<file path="config.mk">
export PLATFORM = sky130hd
export DESIGN_NAME = sisc_ctrl_mc
export DESIGN_NICKNAME = d
export VERILOG_FILES = /design/src/rtl/sisc_pkg.sv /design/src/rtl/br_cond.sv /design/src/rtl/sisc_ctrl_mc.sv
export SDC_FILE = /design/constraint.sdc
export NUM_CORES = 1
export LEC_CHECK = 0
export CELL_PAD_IN_SITES_DETAIL_PLACEMENT = 1
export CELL_PAD_IN_SITES_GLOBAL_PLACEMENT = 2
export CORE_ASPECT_RATIO = 1.5
export CORE_UTILIZATION = 25
export DETAILED_ROUTE_END_ITERATION = 12
export GPL_TIMING_DRIVEN = 0
export PLACE_DENSITY_LB_ADDON = 0.1
export SKIP_LAST_GASP = 1
export SLEW_MARGIN = 20
export SYNTH_ARGS = -nofsm -noshare
export SYNTH_HDL_FRONTEND = slang
export SYNTH_SLANG_ARGS = --single-unit
</file>
<file path="constraint.sdc">
create_clock -name clk -period 2.91 [get_ports clk]
set_input_delay 0.582 -clock clk [delete_from_list [all_inputs] [get_ports clk]]
set_output_delay 0.582 -clock clk [all_outputs]
set_load 0.02 [all_outputs]
</file>
<file path="src/rtl/sisc_pkg.sv">
// rtl/sisc_pkg.sv - shared opcode, state and alu_op encodings for the SISC multicycle controller
package sisc_pkg;

    localparam logic [3:0] OP_NOOP = 4'd0;
    localparam logic [3:0] OP_LOD  = 4'd1;
    localparam logic [3:0] OP_STR  = 4'd2;
    localparam logic [3:0] OP_SWP  = 4'd3;
    localparam logic [3:0] OP_BRA  = 4'd4;
    localparam logic [3:0] OP_BRR  = 4'd5;
    localparam logic [3:0] OP_BNE  = 4'd6;
    localparam logic [3:0] OP_BNR  = 4'd7;
    localparam logic [3:0] OP_ALU  = 4'd8;
    localparam logic [3:0] OP_HLT  = 4'd15;

    // alu_op bit 1 suppresses the status save, bit 0 selects the immediate operand
    localparam logic [1:0] ALU_SAVE     = 2'b00;
    localparam logic [1:0] ALU_SAVE_IMM = 2'b01;
    localparam logic [1:0] ALU_NOSAVE   = 2'b10;
    localparam logic [1:0] ALU_ADDR     = 2'b11;

    localparam int MODE_IMM = 8;

    typedef enum logic [2:0] {
        ST_START   = 3'd0,
        ST_FETCH   = 3'd1,
        ST_DECODE  = 3'd2,
        ST_EXECUTE = 3'd3,
        ST_MEM     = 3'd4,
        ST_WB      = 3'd5,
        ST_WB2     = 3'd6,
        ST_HALT    = 3'd7
    } state_t;

endpackage

</file>
<file path="src/rtl/br_cond.sv">
// rtl/br_cond.sv - branch-taken evaluation from opcode, mode mask and status
module br_cond
    import sisc_pkg::*;
#(
    parameter int OPW = 4,
    parameter int MMW = 4
) (
    input  logic [OPW-1:0] opcode,
    input  logic [MMW-1:0] mm,
    input  logic [MMW-1:0] stat,
    output logic           taken
);

    logic cond;
    logic is_pos;
    logic is_neg;
    logic mm_zero;

    assign cond    = |(mm & stat);
    assign mm_zero = (mm == '0);
    assign is_pos  = (opcode == OPW'(OP_BRA)) || (opcode == OPW'(OP_BRR));
    assign is_neg  = (opcode == OPW'(OP_BNE)) || (opcode == OPW'(OP_BNR));

    // mm=0 means "always" for the positive forms and "never" for the negated ones
    assign taken = (is_pos && (mm_zero || cond)) || (is_neg && !mm_zero && !cond);

endmodule

</file>
<file path="src/rtl/sisc_ctrl_mc.sv">
// rtl/sisc_ctrl_mc.sv - multicycle SISC control unit with memory-handshake timeout and retire counter
module sisc_ctrl_mc
    import sisc_pkg::*;
#(
    parameter int OPW         = 4,
    parameter int MMW         = 4,
    parameter int CNTW        = 16,
    parameter int MEM_TIMEOUT = 8
) (
    input  logic            clk,
    input  logic            rst,
    input  logic [OPW-1:0]  opcode,
    input  logic [MMW-1:0]  mm,
    input  logic [MMW-1:0]  stat,
    input  logic            mem_ready,
    output logic            rf_we,
    output logic [1:0]      alu_op,
    output logic            wb_sel,
    output logic            br_sel,
    output logic            rb_sel,
    output logic            ir_load,
    output logic            pc_sel,
    output logic            pc_write,
    output logic            pc_rst,
    output logic            mem_req,
    output logic            mem_we,
    output logic            halted,
    output logic            mem_err,
    output logic [CNTW-1:0] instr_count
);

    localparam int WCW = $clog2(MEM_TIMEOUT + 1);

    state_t         state;
    logic [WCW-1:0] wait_cnt;
    logic           taken;
    logic           timed_out;
    logic           is_br;
    logic           is_abs;
    logic           is_mem;
    logic           is_alu;
    logic           is_lod;
    logic           is_str;
    logic           is_swp;
    logic           is_hlt;
    logic           imm_mode;

    br_cond #(
        .OPW (OPW),
        .MMW (MMW)
    ) u_br_cond (
        .opcode (opcode),
        .mm     (mm),
        .stat   (stat),
        .taken  (taken)
    );

    assign is_lod   = (opcode == OPW'(OP_LOD));
    assign is_str   = (opcode == OPW'(OP_STR));
    assign is_swp   = (opcode == OPW'(OP_SWP));
    assign is_alu   = (opcode == OPW'(OP_ALU));
    assign is_hlt   = (opcode == OPW'(OP_HLT));
    assign is_mem   = is_lod || is_str || is_swp;
    assign is_abs   = (opcode == OPW'(OP_BRA)) || (opcode == OPW'(OP_BNE));
    assign is_br    = is_abs || (opcode == OPW'(OP_BRR)) || (opcode == OPW'(OP_BNR));
    assign imm_mode = (mm == MMW'(MODE_IMM));

    // The timeout is judged once the counter already holds MEM_TIMEOUT, so a late
    // mem_ready in that same cycle still completes the handshake.
    assign timed_out = (wait_cnt == WCW'(MEM_TIMEOUT));

    always_ff @(posedge clk or posedge rst) begin
        if (rst) begin
            state       <= ST_START;
            wait_cnt    <= '0;
            instr_count <= '0;
            mem_err     <= 1'b0;
            halted      <= 1'b0;
        end else begin
            case (state)
                ST_START: begin
                    state    <= ST_FETCH;
                    wait_cnt <= '0;
                end
                ST_FETCH: begin
                    if (mem_ready) begin
                        state <= ST_DECODE;
                    end else if (timed_out) begin
                        state   <= ST_HALT;
                        mem_err <= 1'b1;
                        halted  <= 1'b1;
                    end else begin
                        wait_cnt <= wait_cnt + WCW'(1);
                    end
                end
                ST_DECODE: begin
                    if (is_hlt) begin
                        state  <= ST_HALT;
                        halted <= 1'b1;
                    end else begin
                        state <= ST_EXECUTE;
                    end
                end
                ST_EXECUTE: begin
                    if (is_mem) begin
                        state    <= ST_MEM;
                        wait_cnt <= '0;
                    end else if (is_alu) begin
                        state <= ST_WB;
                    end else begin
                        state       <= ST_FETCH;
                        wait_cnt    <= '0;
                        instr_count <= instr_count + CNTW'(1);
                    end
                end
                ST_MEM: begin
                    if (mem_ready) begin
                        if (is_str) begin
                            state       <= ST_FETCH;
                            wait_cnt    <= '0;
                            instr_count <= instr_count + CNTW'(1);
                        end else begin
                            state <= ST_WB;
                        end
                    end else if (timed_out) begin
                        state   <= ST_HALT;
                        mem_err <= 1'b1;
                        halted  <= 1'b1;
                    end else begin
                        wait_cnt <= wait_cnt + WCW'(1);
                    end
                end
                ST_WB: begin
                    if (is_swp) begin
                        state <= ST_WB2;
                    end else begin
                        state       <= ST_FETCH;
                        wait_cnt    <= '0;
                        instr_count <= instr_count + CNTW'(1);
                    end
                end
                ST_WB2: begin
                    state       <= ST_FETCH;
                    wait_cnt    <= '0;
                    instr_count <= instr_count + CNTW'(1);
                end
                ST_HALT: begin
                    state <= ST_HALT;
                end
                default: begin
                    state  <= ST_HALT;
                    halted <= 1'b1;
                end
            endcase
        end
    end

    // Datapath controls follow the current state and live inputs so handshakes act in the same cycle
    always_comb begin
        rf_we    = 1'b0;
        alu_op   = ALU_NOSAVE;
        wb_sel   = 1'b0;
        br_sel   = 1'b0;
        rb_sel   = 1'b0;
        ir_load  = 1'b0;
        pc_sel   = 1'b0;
        pc_write = 1'b0;
        mem_req  = 1'b0;
        mem_we   = 1'b0;
        case (state)
            ST_FETCH: begin
                mem_req = 1'b1;
                if (mem_ready) begin
                    ir_load  = 1'b1;
                    pc_write = 1'b1;
                end
            end
            ST_DECODE: begin
                br_sel = is_abs;
            end
            ST_EXECUTE: begin
                if (is_br) begin
                    br_sel   = is_abs;
                    pc_sel   = taken;
                    pc_write = taken;
                end else if (is_alu) begin
                    alu_op = imm_mode ? ALU_SAVE_IMM : ALU_SAVE;
                end else if (is_mem) begin
                    alu_op = ALU_ADDR;
                end
            end
            ST_MEM: begin
                mem_req = 1'b1;
                mem_we  = is_str;
            end
            ST_WB: begin
                if (is_alu) begin
                    rf_we  = 1'b1;
                    alu_op = imm_mode ? ALU_SAVE_IMM : ALU_SAVE;
                end else if (is_lod || is_swp) begin
                    rf_we  = 1'b1;
                    wb_sel = 1'b1;
                end
            end
            ST_WB2: begin
                rf_we  = 1'b1;
                rb_sel = 1'b1;
            end
            default: begin
            end
        endcase
    end

    assign pc_rst = (state == ST_START);

endmodule
</file>
==> impl_metrics.env <==
export IMPL_end_kind="primary output"
export IMPL_die_w_um=68.2
export IMPL_synth_edff_count=0
export IMPL_drive_gt1_frac=0.118
export IMPL_maxSlewViolCount=0
export IMPL_start_util=0.263
export IMPL_clock_sinks=25
export IMPL_worstPathCellList="clkdlybuf4s50_1 > buf_2 > nor4b_4 > nand3_1 > o21bai_1 > dlygate4sd2_1"
export IMPL_stdcell_count=303
export IMPL_dp_cells=299
export IMPL_max_clock_freq_ghz=0.347
export IMPL_cellLeakagePower_nw=0.964
export IMPL_grt_overflow_total=0
export IMPL_peakVddDrop_uv=247
export IMPL_die_h_um=101
export IMPL_postPlaceCellArea_sq_um=2180
export IMPL_num_rows=35
export IMPL_coreArea_sq_um=6260
export IMPL_yosys_warnings=0
export IMPL_critPathTopFamily="buffers and inverters"
export IMPL_wl_per_cell_um=15.6
export IMPL_grt_pass1_vias=1594
export IMPL_ys_types=48
export IMPL_n_fill_cell=742
export IMPL_tns_ps=0
export IMPL_hold_viol_final=0
export IMPL_hold_buffers=0
export IMPL_ys_ff_latch=25
export IMPL_htreeDepth=1
export IMPL_hold_start="instr_count[15]$_DFFE_PP0P_"
export IMPL_cts_buffer_depth=2
export IMPL_cp_start_kind="input pin"
export IMPL_grtUsageTotal=0.147
export IMPL_cts_root_buf="clkbuf_8"
export IMPL_drt_wl_total_mm=4.73
export IMPL_cts_clk_slew_worst_paths_ps=90
export IMPL_critPathRequiredTime_ps=2330
export IMPL_crit_start="opcode[3]"
export IMPL_grt_max_degree=26
export IMPL_min_period_ps=2890
export IMPL_port_buffer_count=44
export IMPL_fin_crit_sh=0.992
export IMPL_avgSynthCellArea_sq_um=9.08
export IMPL_vias=1535
export IMPL_syn_inst=181
export IMPL_viasPerCell=5.07
export IMPL_reg2reg_from="state[0]$_DFF_PP0_"
export IMPL_first_iter_violations=52
export IMPL_synth_fp_nets=199
export IMPL_rsz0062_at_grt="yes"
export IMPL_antenna_found_initial=0
export IMPL_dieArea_sq_um=6910
export IMPL_status="completed"
export IMPL_final_net_count=248
export IMPL_arrival_ps=2300
export IMPL_maxCapViolations=0
export IMPL_insertedDiodeCount=0
export IMPL_relSlewSlack=0.359
export IMPL_syn_to_final_growth_pct=37.7
export IMPL_fin_skew_ps=10.1
export IMPL_hold_path_class="flip-flop to flip-flop"
export IMPL_place_congestion=0.771
export IMPL_critPathBufInv=3
export IMPL_power_per_cell_area_nw_per_um2=737
export IMPL_drtPass1Iterations=2
export IMPL_drc=0
export IMPL_yosys_most_used_dff="dfrtp_1"
export IMPL_slowest_delay_ps=530
export IMPL_synthArstFlopShare=1.00
export IMPL_cts_made_buffers=3
export IMPL_tightest_slew_ps=956
export IMPL_dpl_hpwl_mm=3.69
export IMPL_path_class="input pin to primary output"
export IMPL_grt_pass1_wl_mm=7.89
export IMPL_critPathMaxFanout=10
export IMPL_io_pins=45
export IMPL_setup_violations_final=0
export IMPL_clock_latency_ps=280
export IMPL_multi_input_area_sq_um=967
export IMPL_crit_slowest_cell="clkdlybuf4s50_1"
export IMPL_synth_seq_area_share=0.381
export IMPL_synth_area_sq_um=1640
export IMPL_fin_area_sq_um=2260
export IMPL_ff_latch_area_sq_um=626
export IMPL_ant_nets=0
export IMPL_cts_tree="yes"
## synthesized netlist by cell type, drive strengths merged (2+ instances only)
library cell / number / share of area
or2: 2 / 0.0076
buf: 9 / 0.036
or4: 2 / 0.0091
inv: 8 / 0.018
xor2: 2 / 0.011
a22oi: 2 / 0.0091
clkbuf: 2 / 0.0046
nand2: 10 / 0.023
xnor2: 15 / 0.080
and3: 6 / 0.023
and2: 4 / 0.015
and4: 2 / 0.011
nor4b: 4 / 0.025
nor4: 3 / 0.011
nor2: 7 / 0.016
nor3: 7 / 0.021
ha: 3 / 0.023
nor2b: 3 / 0.011
dfrtp: 25 / 0.38
o21ai: 7 / 0.021
nand3b: 3 / 0.014
o211ai: 2 / 0.0091
nand4: 10 / 0.049
nand2b: 3 / 0.016
o21bai: 2 / 0.0091
nand3: 16 / 0.049
a21oi: 8 / 0.024
## cell type report
| type | instances | area share |
|---|---|---|
| multi-input cells | 137 | 0.427 |
| clock inverters | 1 | 0.00331 |
| plain buffers | 10 | 0.0276 |
| flip-flops and latches | 25 | 0.276 |
| inverters | 8 | 0.0133 |
| well taps | 74 | 0.0409 |
| repair buffers | 45 | 0.193 |
| clock buffers | 3 | 0.0182 |
## what timing repair did
item / 4_1_cts / 5_1_grt
buffers inserted: 0 / 1
gates resized for setup: 22 / 3
endpoints found under the setup margin: 6 / 7
pin swaps: 3 / 1
## placed cells by master, fill, tap and decap left out, types with 8 or more instances in the layout
master           Yosys  final
nand3_1             16     15
dfrtp_1             25     25
clkdlybuf4s50_1      0     34
nand2_1             10     10
xnor2_1             15     15
a21oi_1              8      8
## kinds of logic (layout without fill, tap and decap cells)
| group | count (synthesis) | in the layout | share of synthesized area |
|---|---|---|---|
| compound gates | 28 | 28 | 0.107 |
| xor+xnor | 17 | 17 | 0.0906 |
| fa+ha+maj | 3 | 3 | 0.0228 |
| buf+inv | 19 | 67 | 0.0586 |
| flops | 25 | 25 | 0.381 |
| mux | 2 | 2 | 0.0129 |
| simple gates | 87 | 87 | 0.328 |
## worst reg2reg max path, cell delays in order (launching register included)
cell and delay (ps):
dfrtp_1 370, buf_2 170, nor2b_1 290, a21boi_0 130, o21ai_0 450, or4b_1 490
nand3_1 90
## power by group
group / total [mW] / internal, mW / switching (mW)
clock network: 0.223 / 0.0973 / 0.125
registers: 0.505 / 0.425 / 0.0799
logic: 0.942 / 0.394 / 0.547
## registers in the layout (all words and copies together) (netlist names)
| signal | cells |
|---|---|
| instr_count | 16 |
| wait_cnt | 4 |
| state | 3 |
| halted | 1 |
| mem_err | 1 |
## path summary, 6_finish.rpt
check | endpoint | slack (ps) | cells past startpoint
max in group asynchronous | instr_count[14]$_DFFE_PP0P_ | 1760 | 2
setup / recovery | alu_op[0] | 20 | 6
hold reg to reg | instr_count[15]$_DFFE_PP0P_ | 480 | 1
setup reg to reg | wait_cnt[3]$_DFFE_PP0P_ | 850 | 6
hold / removal | instr_count[15]$_DFFE_PP0P_ | 480 | 1
min in group asynchronous | instr_count[10]$_DFFE_PP0P_ | 710 | 2
## routing by layer
layer  track usage  vias up  share of wire
li1              -      750              -
met1         0.180      749           0.44
met2         0.268       34           0.52
met3        0.0124        2          0.032
met4        0.0337        0         0.0072
met5             0        -              0
## per-stage QoR
stage	utilization	hold WS, ps	worst slack (ps)	power (mW)
2_1_floorplan	-	485	98.1	1.11
3_3_place_gp	0.348	442	-455	1.44
3_5_place_dp	0.348	457	-566	1.47
4_1_cts	0.359	478	4.62	1.69
5_1_grt	0.362	497	-52.0	1.80
6_report	0.362	479	24.2	1.67
No activity file was read; power rests on OpenSTA's default activity.
